===== config.mk =====
export PLATFORM = sky130hd
export DESIGN_NAME = counter_mod_n
export DESIGN_NICKNAME = d
export VERILOG_FILES = /design/src/rtl/counter_mod_n.sv
export SDC_FILE = /design/constraint.sdc
export NUM_CORES = 1
export LEC_CHECK = 0
export CAP_MARGIN = 10
export CORE_MARGIN = 3
export CORE_UTILIZATION = 49
export CTS_CLUSTER_SIZE = 28
export DETAILED_ROUTE_END_ITERATION = 8
export PLACE_DENSITY = 0.83
export SYNTH_ARGS = -nofsm -noshare
export SYNTH_HDL_FRONTEND = slang
export SYNTH_SLANG_ARGS = --single-unit

===== constraint.sdc =====
create_clock -name clk -period 1.9 [get_ports clk]
set_clock_uncertainty 0.15 [all_clocks]
set_input_delay 0.19 -clock clk [delete_from_list [all_inputs] [get_ports clk]]
set_output_delay 0.19 -clock clk [all_outputs]
set_load 0.02 [all_outputs]

===== src/rtl/counter_mod_n.sv =====
// -----------------------------------------------------------------------------
// counter_mod_n
//
// Parametrised modulo-N counter with these features:
//   - an enable that passes through a prescaler
//   - up/down direction
//   - synchronous clear and load
//   - a registered wrap pulse
// A free-running reference count runs beside the gated count.
// o_wrap is meant to cascade into the i_en of the next counter stage.
//
// Parameters
//   MOD_N     modulus, o_cnt spans 0..MOD_N-1 (MOD_N >= 2)
//   CNT_W     count width, 2**CNT_W must be >= MOD_N
//   PRESCALE  enabled cycles per count step (1 = every enabled cycle)
//
// Ports
//   clk           clock, all state on rising edge
//   reset         asynchronous active-high reset, clears every register
//   i_en          count enable, feeds the prescaler
//   i_up          1 = count up, 0 = count down, sampled at each step
//   i_clear       synchronous clear of count and prescaler
//   i_load        synchronous load of i_load_val (clamped to MOD_N-1)
//   i_load_val    load value
//   o_cnt         gated count, registered
//   o_cnt_always  free-running up count 0..MOD_N-1, registered
//   o_wrap        one-cycle pulse, high while o_cnt shows a wrapped value
//
// Build option
//   COUNTER_MOD_N_SAT_EN  when defined, o_cnt saturates at the limits.
//   o_wrap then pulses on the step that reaches a limit.
//   Further steps at the limit give o_wrap = 0.
//   o_cnt_always wraps in both builds.
// -----------------------------------------------------------------------------
module counter_mod_n #(
    parameter int MOD_N    = 100,
    parameter int CNT_W    = 7,
    parameter int PRESCALE = 1
) (
    input  logic             clk,
    input  logic             reset,
    input  logic             i_en,
    input  logic             i_up,
    input  logic             i_clear,
    input  logic             i_load,
    input  logic [CNT_W-1:0] i_load_val,
    output logic [CNT_W-1:0] o_cnt,
    output logic [CNT_W-1:0] o_cnt_always,
    output logic             o_wrap
);

    // Reject illegal parameter combinations at elaboration.
    if (MOD_N < 2) begin : g_bad_mod
        $error("counter_mod_n: MOD_N must be >= 2");
    end
    if ((64'(1) << CNT_W) < 64'(MOD_N)) begin : g_bad_width
        $error("counter_mod_n: CNT_W too narrow for MOD_N");
    end
    if (PRESCALE < 1) begin : g_bad_prescale
        $error("counter_mod_n: PRESCALE must be >= 1");
    end

    localparam int               PRE_W   = (PRESCALE > 1) ? $clog2(PRESCALE) : 1;
    localparam logic [PRE_W-1:0] PRE_MAX = PRE_W'(PRESCALE - 1);
    localparam logic [CNT_W-1:0] MAX_VAL = CNT_W'(MOD_N - 1);
`ifdef COUNTER_MOD_N_SAT_EN
    localparam logic [CNT_W-1:0] MAX_M1  = CNT_W'(MOD_N - 2);
`endif

    logic [CNT_W-1:0] cnt_reg, cnt_next;
    logic [CNT_W-1:0] cnt_always_reg, cnt_always_next;
    logic [PRE_W-1:0] pre_cnt_reg, pre_cnt_next;
    logic             wrap_reg, wrap_next;
    logic             step;

    // A step happens on the enabled cycle that completes a prescaler period.
    assign step = i_en && (pre_cnt_reg == PRE_MAX);

    always_comb begin
        cnt_next     = cnt_reg;
        pre_cnt_next = pre_cnt_reg;
        wrap_next    = 1'b0;

        if (i_clear) begin
            cnt_next     = '0;
            pre_cnt_next = '0;
        end else if (i_load) begin
            cnt_next     = (i_load_val > MAX_VAL) ? MAX_VAL : i_load_val;
            pre_cnt_next = '0;
        end else if (step) begin
            pre_cnt_next = '0;
            // Limits are compared before the add/subtract.
            // This keeps the arithmetic in CNT_W bits without overflow.
            if (i_up) begin
`ifdef COUNTER_MOD_N_SAT_EN
                if (cnt_reg != MAX_VAL) begin
                    cnt_next  = cnt_reg + CNT_W'(1);
                    wrap_next = (cnt_reg == MAX_M1);
                end
`else
                if (cnt_reg == MAX_VAL) begin
                    cnt_next  = '0;
                    wrap_next = 1'b1;
                end else begin
                    cnt_next  = cnt_reg + CNT_W'(1);
                end
`endif
            end else begin
`ifdef COUNTER_MOD_N_SAT_EN
                if (cnt_reg != '0) begin
                    cnt_next  = cnt_reg - CNT_W'(1);
                    wrap_next = (cnt_reg == CNT_W'(1));
                end
`else
                if (cnt_reg == '0) begin
                    cnt_next  = MAX_VAL;
                    wrap_next = 1'b1;
                end else begin
                    cnt_next  = cnt_reg - CNT_W'(1);
                end
`endif
            end
        end else if (i_en) begin
            pre_cnt_next = pre_cnt_reg + PRE_W'(1);
        end
    end

    // The reference count ignores every control input except reset.
    assign cnt_always_next = (cnt_always_reg == MAX_VAL) ? '0
                                                         : cnt_always_reg + CNT_W'(1);

    always_ff @(posedge clk or posedge reset) begin
        if (reset) begin
            cnt_reg        <= '0;
            cnt_always_reg <= '0;
            pre_cnt_reg    <= '0;
            wrap_reg       <= 1'b0;
        end else begin
            cnt_reg        <= cnt_next;
            cnt_always_reg <= cnt_always_next;
            pre_cnt_reg    <= pre_cnt_next;
            wrap_reg       <= wrap_next;
        end
    end

    assign o_cnt        = cnt_reg;
    assign o_cnt_always = cnt_always_reg;
    assign o_wrap       = wrap_reg;

endmodule


; After elaboration in Yosys (flattened, before gate mapping)
; Cells that the tools add are included.
; W data, S select, Z words.
[classes]
addsub = 4
n_lt_le_gt_ge = 1
n_eq_ne = 2
mux = 18
bitwise_logic = 1
n_reduce_logical = 4
[ops]
columns = op, n
row1 = $mux W7, 8
row2 = $add A7 B1 Y7 const B, 2
row3 = $eq A7 B7 Y1 const B, 2
row4 = $mux W1, 10
row5 = $gt A7 B7 Y1 const B, 1
row6 = $logic_not A7 Y1, 1
row7 = $sub A7 B1 Y7 const B, 1
row8 = $reduce_bool A4 Y1, 1
row9 = $reduce_bool A3 Y1, 1
row10 = $add A1 B1 Y1 const B, 1
row11 = $logic_and A1 B1 Y1, 1
row12 = $not A1 Y1, 1
[word_totals]
reg_bits = 16
in_bits = 13
out_inout_bits = 15
word_cells = 34

; Logic depth before layout (Yosys ltp)
[depth]
depth_word = 6
mapped_depth = 5
depth_no_buf = 5

; Worst setup path before layout
; No wires, ideal clock.
[synth_timing]
path_kind = register to register
startpoint = register cnt_reg[0], in the netlist o_cnt[0]
endpoint = register cnt_reg[4], in the netlist o_cnt[4]
setup_time_ps = 124
t_arrival_ps = 1588
required_time_ps = 1626
path_slack_ps = 38
stages_incl_launch_ff = 6
n_path_buf = 0
synth_period_minus_slack_ps = 1862
cell_sequence = dfrtp_1 > ha_1 > and3_1 > nand3_1 > a41o_1 > o2bb2ai_1
[synth_via]
elab_chain_len = 6
word_cells_on_any_way = 10
cone_classes = add/sub: 2 / eq/ne: 1 / mux: 6 / reduce/logical: 1
[synth_rtl]
columns = item, line_no
row1 = "start, declared", 70  ; logic [CNT_W-1:0] cnt_reg, cnt_next;
row2 = "start signal, assigned", 139  ; cnt_reg <= cnt_next;
row3 = $sub A7 B1 Y7 (tied with other cells), 119  ; cnt_next = cnt_reg - CNT_W'(1);
row4 = "$mux W7, on equally long branches", "115, 101"
row5 = $mux W7 *, 94  ; if (i_up) begin
row6 = $mux W7 *, 90  ; end else if (step) begin
row7 = $mux W7 *, 87  ; end else if (i_load) begin
row8 = $mux W7 *, 84  ; if (i_clear) begin
; Every way passes the cells marked *; elsewhere a longest branch is shown, timed or not. The select of a mux whose other input is x is not followed.
; A chain may end at the register's enable or synchronous reset.

; Worst setup path in the final report
[layout_timing]
startpoint = register cnt_reg[1], in the netlist o_cnt[1]
endpoint = output o_cnt[1]
[layout_rtl]
columns = item, line_no
row1 = "end, declared", 47  ; output logic [CNT_W-1:0] o_cnt,
; No word-level cell between the ends.

==> results.sh <==
export IMPL_timing_final_max_slew_violations=0
export IMPL_grt_max_degree=17
export IMPL_crit_path_required_time_ns=1.56
export IMPL_post_synth_and_or_nand_nor_area_fraction_pct=26.9
export IMPL_yosys_warnings=0
export IMPL_vias_per_cell=6.25
export IMPL_worstPathArrival_ns=1.52
export IMPL_max_stage_delay_ns=0.60
export IMPL_fmaxAchievable_mhz=538
export IMPL_num_nets_final=187
export IMPL_synth_lib_cells_used_distinct=51
export IMPL_port_buffers=27
export IMPL_route_met3_wl_um=261
export IMPL_tightest_slew_ns=0.631
export IMPL_worstHoldPathType="input port to async pin"
export IMPL_n_fill_cell=178
export IMPL_max_vdd_ir_drop_mv=0.455
export IMPL_layout_worst_path_cycle_share_pct=97.8
export IMPL_cts_buffers_inserted=3
export IMPL_syn_inst=133
export IMPL_top_signal_layer_used="met4"
export IMPL_routed_wirelength_um=3160
export IMPL_grt_total_usage_pct=22.8
export IMPL_drt_pass1_iter_count=4
export IMPL_worstPathCellList="buf_4 -> clkdlybuf4s50_1"
export IMPL_critical_path_slowest_cell="sky130_fd_sc_hd__clkdlybuf4s50_1"
export IMPL_final_total_power_uw=924
export IMPL_antennaDiodeCount=0
export IMPL_ys_seq_area_share_pct=33.9
export IMPL_first_global_vias=1056
export IMPL_setup_tns_final_ns=0
export IMPL_die_height_um=55.1
export IMPL_detailed_placement_hpwl_um=2350
export IMPL_synth_net_count=150
export IMPL_routed_wire_length_per_instance_um=16.1
export IMPL_synth_xor_area_share_pct=2.96
export IMPL_routed_wl_met2_um=1470
export IMPL_static_leakage_power_nw=0.642
export IMPL_syn_to_final_growth_pct=34.0
export IMPL_synth_mux_area_fraction_pct=0
export IMPL_main_combinational_cell_family_by_area_after_synthesis="compound AO/OA/AOI/OAI gates"
export IMPL_layout_common_cells="27 x sky130_fd_sc_hd__clkdlybuf4s50_1, 14 x sky130_fd_sc_hd__dfrtp_1, 12 x sky130_fd_sc_hd__nor2_1"
export IMPL_total_of_endpoints_with_negative_setup_slack_in_the_final_report=0
export IMPL_core_occupancy_in_the_finished_layout_pct=70.3
export IMPL_drt_iter0_drc=51
export IMPL_m1WireLength_um=1350
export IMPL_criticalPathCategory="flop to output port"
export IMPL_route_antenna_remaining_nets=0
export IMPL_post_synth_fa_ha_maj_area_fraction_pct=4.23
export IMPL_worstSkewPairLatency_ns=0.31
export IMPL_most_common_cell_after_layout_fill_and_taps_aside="sky130_fd_sc_hd__clkdlybuf4s50_1"
export IMPL_clock_tree_root_cell="sky130_fd_sc_hd__clkbuf_4"
export IMPL_synth_cell_area_um2=1180
export IMPL_cts_post_setup_buffers_inserted=0
export IMPL_run_status="completed"
export IMPL_number_of_enable_flip_flop_cells_after_synthesis=0
export IMPL_grt_antenna_before_repair=0
export IMPL_drive_gt1_share_pct=15.4
export IMPL_max_slew_margin_rel_pct=57.9
export IMPL_max_cap_violations=0
export IMPL_pwr_density_cell_nw_per_um2=583
export IMPL_ys_dominant_reg_cell="sky130_fd_sc_hd__dfrtp_1"
export IMPL_grt_ovfl_total=0
export IMPL_post_route_drc_count=0
export IMPL_tritoncts="built"
export IMPL_top_level_ports=28
export IMPL_finalHoldViolations=0
export IMPL_final_seq_area_um2=403
export IMPL_via_count=1231
export IMPL_multiInputGateArea_um2=727
export IMPL_cts_sink_count=16
export IMPL_fraction_of_synthesis_flops_using_an_asynchronous_set_or_reset_pin_pct=100
export IMPL_num_rows=17
export IMPL_cts_max_level=1
export IMPL_cp_start_kind="flop"
export IMPL_ys_ff_latch=16
export IMPL_die_area_um2=3040
export IMPL_postLayoutCellArea_um2=1580
export IMPL_grt_pass1_wl_um=4850
export IMPL_fin_crit_ns=1.86
export IMPL_critical_path_peak_fanout=5
export IMPL_setup_repair_after_global_routing_missed_its_margin="false"
export IMPL_synthesis_area_per_instance_um2=8.89
export IMPL_floorplan_core_area_um2=2250
export IMPL_dpl_cell_area_um2=1550
export IMPL_max_clock_path_buffers=2
export IMPL_synth_compound_area_share_pct=27.4
export IMPL_finalWeightedCongestion=0.862
export IMPL_path_clk_slew_ns=0.11
export IMPL_critPathCaptureType="output port"
export IMPL_die_width_um=55.1
export IMPL_effective_utilization_at_floorplan_pct=52.4
==> report_power, final <==
part           switching, mW  internal, mW
combinational          0.155         0.146
clock                  0.124         0.117
sequential            0.0271         0.355
total                  0.306         0.619
==> cell families (layout without fill, tap and decap cells) <==
kind of cell             Yosys count  count (layout)
flip-flops                        16              16
buffers and inverters             14              50
AO/OA/AOI/OAI                     44              44
AND/OR/NAND/NOR                   51              51
adder cells (fa/ha/maj)            4               4
XOR/XNOR                           4               4
==> stage by stage <==
| step | hold slack [ns] | worst slack (ns) | instances |
|---|---|---|---|
| 2_1_floorplan | -0.0463 | 0.0380 | 133 |
| 5_1_grt | 0.160 | 0.00204 | 197 |
| 4_1_cts | 0.117 | 0.0105 | 197 |
| 6_report | 0.0992 | 0.0422 | 197 |
| 3_5_place_dp | 0.364 | 0.00697 | 193 |
| 3_3_place_gp | 0.346 | 0.0706 | 193 |
==> critical path, delay by kind of cell, from the launching register on <==
kind	cells	cell delay [ns]
flops	1	0.45
buf+inv	2	0.76
==> path summary, 6_finish.rpt <==
path / start / endpoint / slack (ns) / depth (start not counted)
worst max-delay path: o_cnt[1] / o_cnt[1] / 0.04 / 2
worst min-delay path: reset / o_cnt[3] / 0.1 / 2
worst max register to register: o_cnt[3] / o_cnt[6] / 0.08 / 5
worst min register to register: o_cnt_always[0] / o_cnt_always[0] / 0.37 / 1
max in group asynchronous: reset / o_cnt[2] / 1.06 / 2
min in group clk: i_en / pre_cnt_reg / 0.33 / 2
==> Yosys cell counts (2+ instances only) <==
cell | n | area (um2)
sky130_fd_sc_hd__a22oi_1 | 2 | 15.0
sky130_fd_sc_hd__nor3_1 | 2 | 10.0
sky130_fd_sc_hd__nand2_1 | 5 | 18.8
sky130_fd_sc_hd__o2bb2ai_1 | 2 | 17.5
sky130_fd_sc_hd__nand3_1 | 7 | 35.0
sky130_fd_sc_hd__dfrtp_1 | 16 | 400
sky130_fd_sc_hd__a31oi_1 | 2 | 12.5
sky130_fd_sc_hd__inv_1 | 8 | 30.0
sky130_fd_sc_hd__o21ai_1 | 2 | 10.0
sky130_fd_sc_hd__buf_2 | 2 | 10.0
sky130_fd_sc_hd__nand2b_1 | 5 | 31.3
sky130_fd_sc_hd__a21oi_1 | 9 | 45.0
sky130_fd_sc_hd__a41oi_1 | 4 | 35.0
sky130_fd_sc_hd__o21ai_0 | 3 | 15.0
sky130_fd_sc_hd__o21a_1 | 3 | 22.5
sky130_fd_sc_hd__and3_1 | 4 | 25.0
sky130_fd_sc_hd__clkbuf_1 | 4 | 15.0
sky130_fd_sc_hd__and2_1 | 2 | 12.5
sky130_fd_sc_hd__o211ai_1 | 2 | 15.0
sky130_fd_sc_hd__nor2_1 | 12 | 45.0
sky130_fd_sc_hd__ha_1 | 4 | 50.1
sky130_fd_sc_hd__a311oi_1 | 2 | 17.5
sky130_fd_sc_hd__xnor2_1 | 3 | 26.3
==> timing repair <==
action | CTS | global route
hold buffers | 0 | 0
hold endpoints to repair | 0 | 0
setup endpoints to repair | 1 | 1
gates resized for setup | 1 | 1
==> final cells by class <==
type | instances | area share (%)
clock buffers | 4 | 2.29
inverters | 8 | 1.90
multi-input cells | 103 | 45.9
flip-flops and latches | 16 | 25.4
well taps | 28 | 2.21
repair buffers | 38 | 22.3
==> per-layer routing <==
metal / global-route usage [%] / vias up
li1: - / 586
met3: 3.22 / 9
met4: 12.1 / 0
met1: 31.0 / 567
met2: 34.8 / 69
met5: 0 / -
No activity file was read; power rests on OpenSTA's default activity.
